`config.mk`:
```
export PLATFORM = sky130hd
export DESIGN_NAME = midi_msg_parser
export DESIGN_NICKNAME = d
export VERILOG_FILES = /design/src/rtl/midi_msg_parser.sv
export SDC_FILE = /design/constraint.sdc
export NUM_CORES = 1
export LEC_CHECK = 0
export CAP_MARGIN = 15
export CORE_ASPECT_RATIO = 0.9
export CORE_MARGIN = 8
export CORE_UTILIZATION = 45
export DETAILED_ROUTE_END_ITERATION = 10
export GPL_TIMING_DRIVEN = 0
export PLACE_DENSITY = 0.75
export REMOVE_ABC_BUFFERS = 1
export SLEW_MARGIN = 20
export SYNTH_ARGS = -nofsm -noshare
export SYNTH_HDL_FRONTEND = slang
export SYNTH_SLANG_ARGS = --single-unit
```
`constraint.sdc`:
```
create_clock -name i_clk_aud -period 1.9 [get_ports i_clk_aud]
set_input_delay 0.19 -clock i_clk_aud [delete_from_list [all_inputs] [get_ports i_clk_aud]]
set_output_delay 0.19 -clock i_clk_aud [all_outputs]
set_load 0.05 [all_outputs]
```
`src/rtl/midi_msg_parser.sv`:
```
// rtl/midi_msg_parser.sv - MIDI byte-stream parser emitting note, CC and pitch-bend events
module midi_msg_parser #(
    parameter int CHANNEL = 0,
    parameter bit OMNI    = 1'b0
) (
    input  logic        i_clk_aud,
    input  logic        i_aud_rst,
    input  logic        i_valid,
    input  logic [7:0]  i_midi_byte,
    output logic        o_note_on,
    output logic        o_note_off,
    output logic        o_cc_valid,
    output logic        o_bend_valid,
    output logic [3:0]  o_channel,
    output logic [6:0]  o_note,
    output logic [6:0]  o_velocity,
    output logic [6:0]  o_cc_num,
    output logic [6:0]  o_cc_val,
    output logic [13:0] o_bend
);

    localparam logic [3:0] CHAN_SEL = 4'(CHANNEL);

    typedef enum logic [1:0] {
        NO_STATUS,
        WAIT_D1,
        WAIT_D2,
        SYSEX
    } state_t;

    state_t      state_q;
    logic [7:0]  status_q;
    logic [6:0]  d1_q;
    logic        note_on_q;
    logic        note_off_q;
    logic        cc_valid_q;
    logic        bend_valid_q;
    logic [3:0]  channel_q;
    logic [6:0]  note_q;
    logic [6:0]  velocity_q;
    logic [6:0]  cc_num_q;
    logic [6:0]  cc_val_q;
    logic [13:0] bend_q;

    logic        is_data;
    logic        two_byte;
    logic        chan_ok;
    logic [6:0]  d2;

    // Byte classification and message-shape helpers for the current byte / running status.
    // Program change (0xCn) and channel pressure (0xDn) carry a single data byte.
    assign is_data  = ~i_midi_byte[7];
    assign d2       = i_midi_byte[6:0];
    assign two_byte = (status_q[6:4] != 3'b100) && (status_q[6:4] != 3'b101);
    assign chan_ok  = OMNI || (status_q[3:0] == CHAN_SEL);

    // Parser FSM with registered event strobes and payloads; strobes self-clear every cycle.
    always_ff @(posedge i_clk_aud or posedge i_aud_rst) begin
        if (i_aud_rst) begin
            state_q      <= NO_STATUS;
            status_q     <= 8'h00;
            d1_q         <= 7'h00;
            note_on_q    <= 1'b0;
            note_off_q   <= 1'b0;
            cc_valid_q   <= 1'b0;
            bend_valid_q <= 1'b0;
            channel_q    <= 4'h0;
            note_q       <= 7'h00;
            velocity_q   <= 7'h00;
            cc_num_q     <= 7'h00;
            cc_val_q     <= 7'h00;
            bend_q       <= 14'h2000;
        end else begin
            note_on_q    <= 1'b0;
            note_off_q   <= 1'b0;
            cc_valid_q   <= 1'b0;
            bend_valid_q <= 1'b0;
            if (i_valid) begin
                if (is_data) begin
                    case (state_q)
                        WAIT_D1: begin
                            if (two_byte) begin
                                d1_q    <= i_midi_byte[6:0];
                                state_q <= WAIT_D2;
                            end
                        end
                        WAIT_D2: begin
                            // Running status: stay ready for the next d1 without a new status byte.
                            state_q <= WAIT_D1;
                            if (chan_ok) begin
                                case (status_q[7:4])
                                    4'h8: begin
                                        note_off_q <= 1'b1;
                                        channel_q  <= status_q[3:0];
                                        note_q     <= d1_q;
                                        velocity_q <= d2;
                                    end
                                    4'h9: begin
                                        // Note-on with zero velocity is a note-off by MIDI convention.
                                        note_on_q  <= (d2 != 7'h00);
                                        note_off_q <= (d2 == 7'h00);
                                        channel_q  <= status_q[3:0];
                                        note_q     <= d1_q;
                                        velocity_q <= d2;
                                    end
                                    4'hB: begin
                                        cc_valid_q <= 1'b1;
                                        channel_q  <= status_q[3:0];
                                        cc_num_q   <= d1_q;
                                        cc_val_q   <= d2;
                                    end
                                    4'hE: begin
                                        bend_valid_q <= 1'b1;
                                        channel_q    <= status_q[3:0];
                                        bend_q       <= {d2, d1_q};
                                    end
                                    default: begin
                                    end
                                endcase
                            end
                        end
                        default: begin
                        end
                    endcase
                end else if (i_midi_byte < 8'hF0) begin
                    status_q <= i_midi_byte;
                    state_q  <= WAIT_D1;
                end else if (i_midi_byte == 8'hF0) begin
                    status_q <= 8'h00;
                    state_q  <= SYSEX;
                end else if (i_midi_byte <= 8'hF7) begin
                    status_q <= 8'h00;
                    state_q  <= NO_STATUS;
                end
                // 0xF8-0xFF real-time bytes fall through with no effect.
            end
        end
    end

    assign o_note_on    = note_on_q;
    assign o_note_off   = note_off_q;
    assign o_cc_valid   = cc_valid_q;
    assign o_bend_valid = bend_valid_q;
    assign o_channel    = channel_q;
    assign o_note       = note_q;
    assign o_velocity   = velocity_q;
    assign o_cc_num     = cc_num_q;
    assign o_cc_val     = cc_val_q;
    assign o_bend       = bend_q;

endmodule

```
After elaboration in Yosys (flattened, before gate mapping). Index checks and enable logic that the tools add are counted.

Bits in registers: 67. Latch bits: 0. RAM bits: 0. Memory bits (read-only): 0. Input bits: 11. Output and inout bits: 50. Word-level logic and storage cells: 71. Memories: 0.

Add/subtract/negate cells: 0. Multiply operators: 0. Div/mod/pow operators: 0. Magnitude comparators: 2. Equality and inequality tests: 11. Shift-type cells: 0. Mux-type cells: 29. Bitwise gates (word level): 1. Reductions and logical operators: 15.

Operators by type and width (count): 2-to-1 mux 8 bit (3); AND reduction 5 bit (4); 2-to-1 mux 1 bit (19); equality test 4 bit (second input constant) (4); 2-to-1 mux 2 bit (5); inequality test 3 bit (second input constant) (3); equality test 8 bit (second input constant) (1); less-or-equal comparator 8 bit (second input constant) (1); less-than comparator 8 bit (second input constant) (1); AND reduction 4 bit (2); logical NOT 7 bit (1); nonzero test 7 bit (1); nonzero test 3 bit (2); logical NOT 4 bit (1); inequality test 4 x 1 -> 1 bit (second input constant) (1); one-hot mux 2 bit (2 select lines) (1); OR reduction 4 bit (1); AND reduction 3 bit (1); equality test 2 x 1 -> 1 bit (second input constant) (1); equality test 2 bit (second input constant) (1); one-hot mux 1 bit (2 select lines) (1); OR reduction 2 bit (1); logical AND 1 bit (1); NOT 1 bit (1).

Logic depth before layout (Yosys ltp).
Depth after elaboration: 6. Gate-level depth with buffers: 5. Depth with buffers taken out: 3.

Worst setup path after synthesis. OpenSTA, ideal clock, no wires.

Path kind: register to register. Start point: register status_q[1]. End point: register bend_q[10] (netlist: o_bend[10]). Library setup time: 0.125 ns. Arrival time: 1.593 ns. Required time: 1.775 ns. Setup slack: 0.183 ns. Stages on the path, launching flop included: 6. Path buffers: 2. Clock period less this slack: 1.717 ns. Path through: dfrtp_1 nor3_1 and4_1 buf_2 buf_6 mux2_2.

Longest elaborated chain between the ends: 2.

RTL lines: from (decl) (line 32) `logic [7:0] status_q;`; from (signal assigned) (line 126) `status_q <= i_midi_byte;`; logical NOT 4 bit (line 55) `assign chan_ok = OMNI || (status_q[3:0] == CHAN_SEL);`; AND reduction 5 bit (no source line); to (signal assigned) (line 115) `bend_q <= {d2, d1_q};`; to (decl) (line 43) `logic [13:0] bend_q;`.

No other way between the ends. A chain may end at the register's enable or synchronous reset.

Final worst setup path.
Start point: register state_q[1]. End point: register bend_q[7] (netlist: o_bend[7]).

Longest elaborated chain between the ends: 2.

RTL lines: from (decl) (line 31) `state_t state_q;`; from (signal assigned) (line 60) `state_q <= NO_STATUS;`; from (signal assigned) (line 84) `state_q <= WAIT_D2;`; from (signal assigned) (line 89) `state_q <= WAIT_D1;`; equality test 2 bit (line 80) `case (state_q)`; AND reduction 5 bit (no source line).

No other way between the ends.

==> impl_metrics.yaml <==
worst_setup_path:
  criticalPathCategory: "reg -> reg"
  required_ns: 2.12
  cp-start-kind: "flip-flop"
  cp_top_family: "simple AND/OR/NAND/NOR gates"
  path_buf_inv: 0
  startpoint: "state_q[1]"
  path_max_fanout: 14
  crit_chain: "nor2b_2, and4_4, mux2_2"
  critPathSlowestCell: "and4_4"
  end_kind: "flip-flop"
  timing.rr.start: "state_q[1]"
  rrSetupSlack_ns: 0.12
  worstPathArrival_ns: 1.99
  max_stage_delay_ns: 0.46
place:
  gp_congestion: 0.771
  place_hpwl_um: 3950
  port_buffers: 60
  dp_slack_ns: -0.666
sta:
  hold_violations: 0
  slew_viol_final: 0
  fmax_ghz: 0.563
  setup_ws_ns: 0.124
  finalSetupViolations: 0
  period_share_pct: 93.5
  slew_headroom_pct: 64.2
  finClkSkew_ns: 0.00610
  tightest_slew_ns: 0.536
  rsz0062_at_grt: "false"
  fin_crit_ns: 1.78
floorplan:
  core_region_area_um2: 6010
  initial_core_util_pct: 46.0
  die_area_um2: 8910
  std_cell_rows: 27
  design.portCount: 61
  dieWidth_um: 98.6
  die_h_um: 90.4
routing:
  vias_per_cell: 5.34
  wl_per_cell_um: 17.9
  drtIter0Drc: 81
  drt_wl_total_um: 5940
  drt_first_pass_iters: 4
  num_vias: 1766
  drc: 0
  ant_nets: 0
clock_network:
  insertion_delay_ns: 0.33
  clock_path_buffers: 2
  hold_buffers: 0
  cts_tree: "done"
  clk_pin_slew_ns: 0.07
  cts_max_level: 3
  cts_buffers: 9
  clockRootBuffer: "clkbuf_8"
  clkSinkCount: 67
global_route:
  grt_max_degree: 44
  grt_usage_pct: 14.3
  grt_pass1_wl_um: 10100
  antenna_found_initial: 0
  grt_overflow: 0
  grt_pass1_vias: 1868
synth:
  synthTopCellsByArea: "dfrtp_1 (60%), mux2_2 (13%), mux2_4 (9.8%)"
  avgSynthCellArea_um2: 14.9
  ys.flop_type: "dfrtp_1"
  synth-edff-count: 0
  synth.top_cell.area_share_pct: 59.8
  synthCells: 185
  async_flop_share_pct: 100
  ys_seq_elements: 67
  ys_types: 29
  seq_area_frac_synth_pct: 60.7
  syn_area_um2: 2760
  yosys_warnings: 0
  synth_top_area_cell: "dfrtp_1"
pwr:
  report.power.total_mw: 3.46
  leakage_nw: 1.79
  power.internal_mw: 2.40
  clkPwrFrac_pct: 28.9
  p_switching_mw: 1.06
  p_per_area_nw_per_um2: 939
  power_frac_seq_pct: 50.3
  comb_power_share_pct: 20.9
  swShare_pct: 30.7
  ir_worst_vdd_v: 0.000687
final_layout:
  syn_to_final_growth_pct: 33.2
  multi_input_area_um2: 1030
  final_common_cell: "dfrtp_1"
  most-common-layout-cells: "dfrtp_1 (66), clkdlybuf4s50_1 (57), mux2_2 (32)"
  seqCellArea_um2: 1680
  diodes: 0
  n_fill_cell: 480
  final_net_count: 266
  drive_above_1_share_pct: 30.9
hold_path:
  hold_class: "in -> async"
status:
  outcome: "complete, no violations"
job:
  maxCapViolCount: 0
## layout make-up
| type | count | share of cell area, % |
|---|---|---|
| Clock buffer | 12 | 3.94 |
| Sequential cell | 67 | 45.6 |
| Inverter | 12 | 1.29 |
| Clock inverter | 3 | 0.408 |
| Timing Repair Buffer | 66 | 18.4 |
| Multi-Input combinational cell | 99 | 27.9 |
| Tap cell | 72 | 2.45 |
## Yosys cell counts, drive strengths merged (2+ instances only)
| cell type | count |
|---|---|
| and4 | 3 |
| or4 | 2 |
| a21boi | 4 |
| and3b | 2 |
| dfrtp | 66 |
| nand4 | 10 |
| nor3 | 2 |
| clkbuf | 3 |
| mux2 | 50 |
| inv | 12 |
| nor2 | 2 |
| buf | 4 |
| nor2b | 4 |
| o21ai | 9 |
## registers in the layout (all words and copies together), names as in the netlist
| name | count |
|---|---|
| o_note | 7 |
| state_q | 2 |
| o_cc_num | 7 |
| o_cc_val | 7 |
| o_cc_valid | 1 |
| o_bend | 14 |
| o_velocity | 7 |
| status_q | 8 |
| o_note_on | 1 |
| o_channel | 4 |
| o_bend_valid | 1 |
| o_note_off | 1 |
| d1_q | 7 |
## metrics by stage
| step | instance area (um^2) | utilization [%] | setup TNS, ns | hold slack (ns) | instances |
|---|---|---|---|---|---|
| after detailed placement | 3430 | 57.0 | -31.04 | 0.492 | 311 |
| final | 3680 | 61.2 | 0 | 0.175 | 331 |
| after global placement | 3400 | 56.6 | -101.91 | 0.482 | 310 |
| after global routing | 3680 | 61.2 | 0 | 0.201 | 331 |
| after CTS | 3660 | 60.8 | 0 | 0.173 | 330 |
| after floorplan | 2710 | - | 0 | 0.339 | 178 |
## worst register-to-register path, delay by kind of cell (launching register included)
family	cells	cell delay, ns
mux	1	0.37
flops	1	0.44
simple gates	2	0.85
## worst paths after layout
path / end / cells past startpoint
worst max register to register: o_bend[7] / 3
worst min register to register: o_bend[0] / 1
worst max-delay path: o_bend[7] / 3
min in group i_clk_aud: status_q[3] / 3
max in group asynchronous: o_cc_num[3] / 3
worst min-delay path: o_note_on / 2
## power groups by stage
| stage | clock, mW | combinational, mW | sequential [mW] |
|---|---|---|---|
| global placement | 0 | 0.690 | 1.75 |
| global route | 1.09 | 0.769 | 1.77 |
| CTS | 1.03 | 0.723 | 1.74 |
| floorplan | 0 | 0.261 | 1.94 |
| finish | 0.999 | 0.722 | 1.74 |
| detailed placement | 0 | 0.707 | 1.76 |
## cell families (layout without fill, tap and decap cells)
logic type / after synthesis / in the layout / synth area share (%)
xor+xnor: 1 / 1 / 0.317
compound gates: 18 / 18 / 4.21
flops: 67 / 67 / 60.7
buf+inv: 19 / 93 / 3.44
simple gates: 30 / 30 / 8.51
mux: 50 / 50 / 22.8
## per-layer routing
layer | global-route usage [%] | routed length, um | up-vias
li1 | - | - | 805
met1 | 18.2 | 2770 | 874
met2 | 20.5 | 2490 | 78
met3 | 7.16 | 598 | 9
met4 | 4.60 | 75 | 0
met5 | 0 | 0 | -
## timing repair
action,in CTS,in global routing
gates resized for setup,7,5
buffers inserted,4,1
pin swaps,2,1
endpoints found under the setup margin,43,22
(Power assumes the default switching activity.)
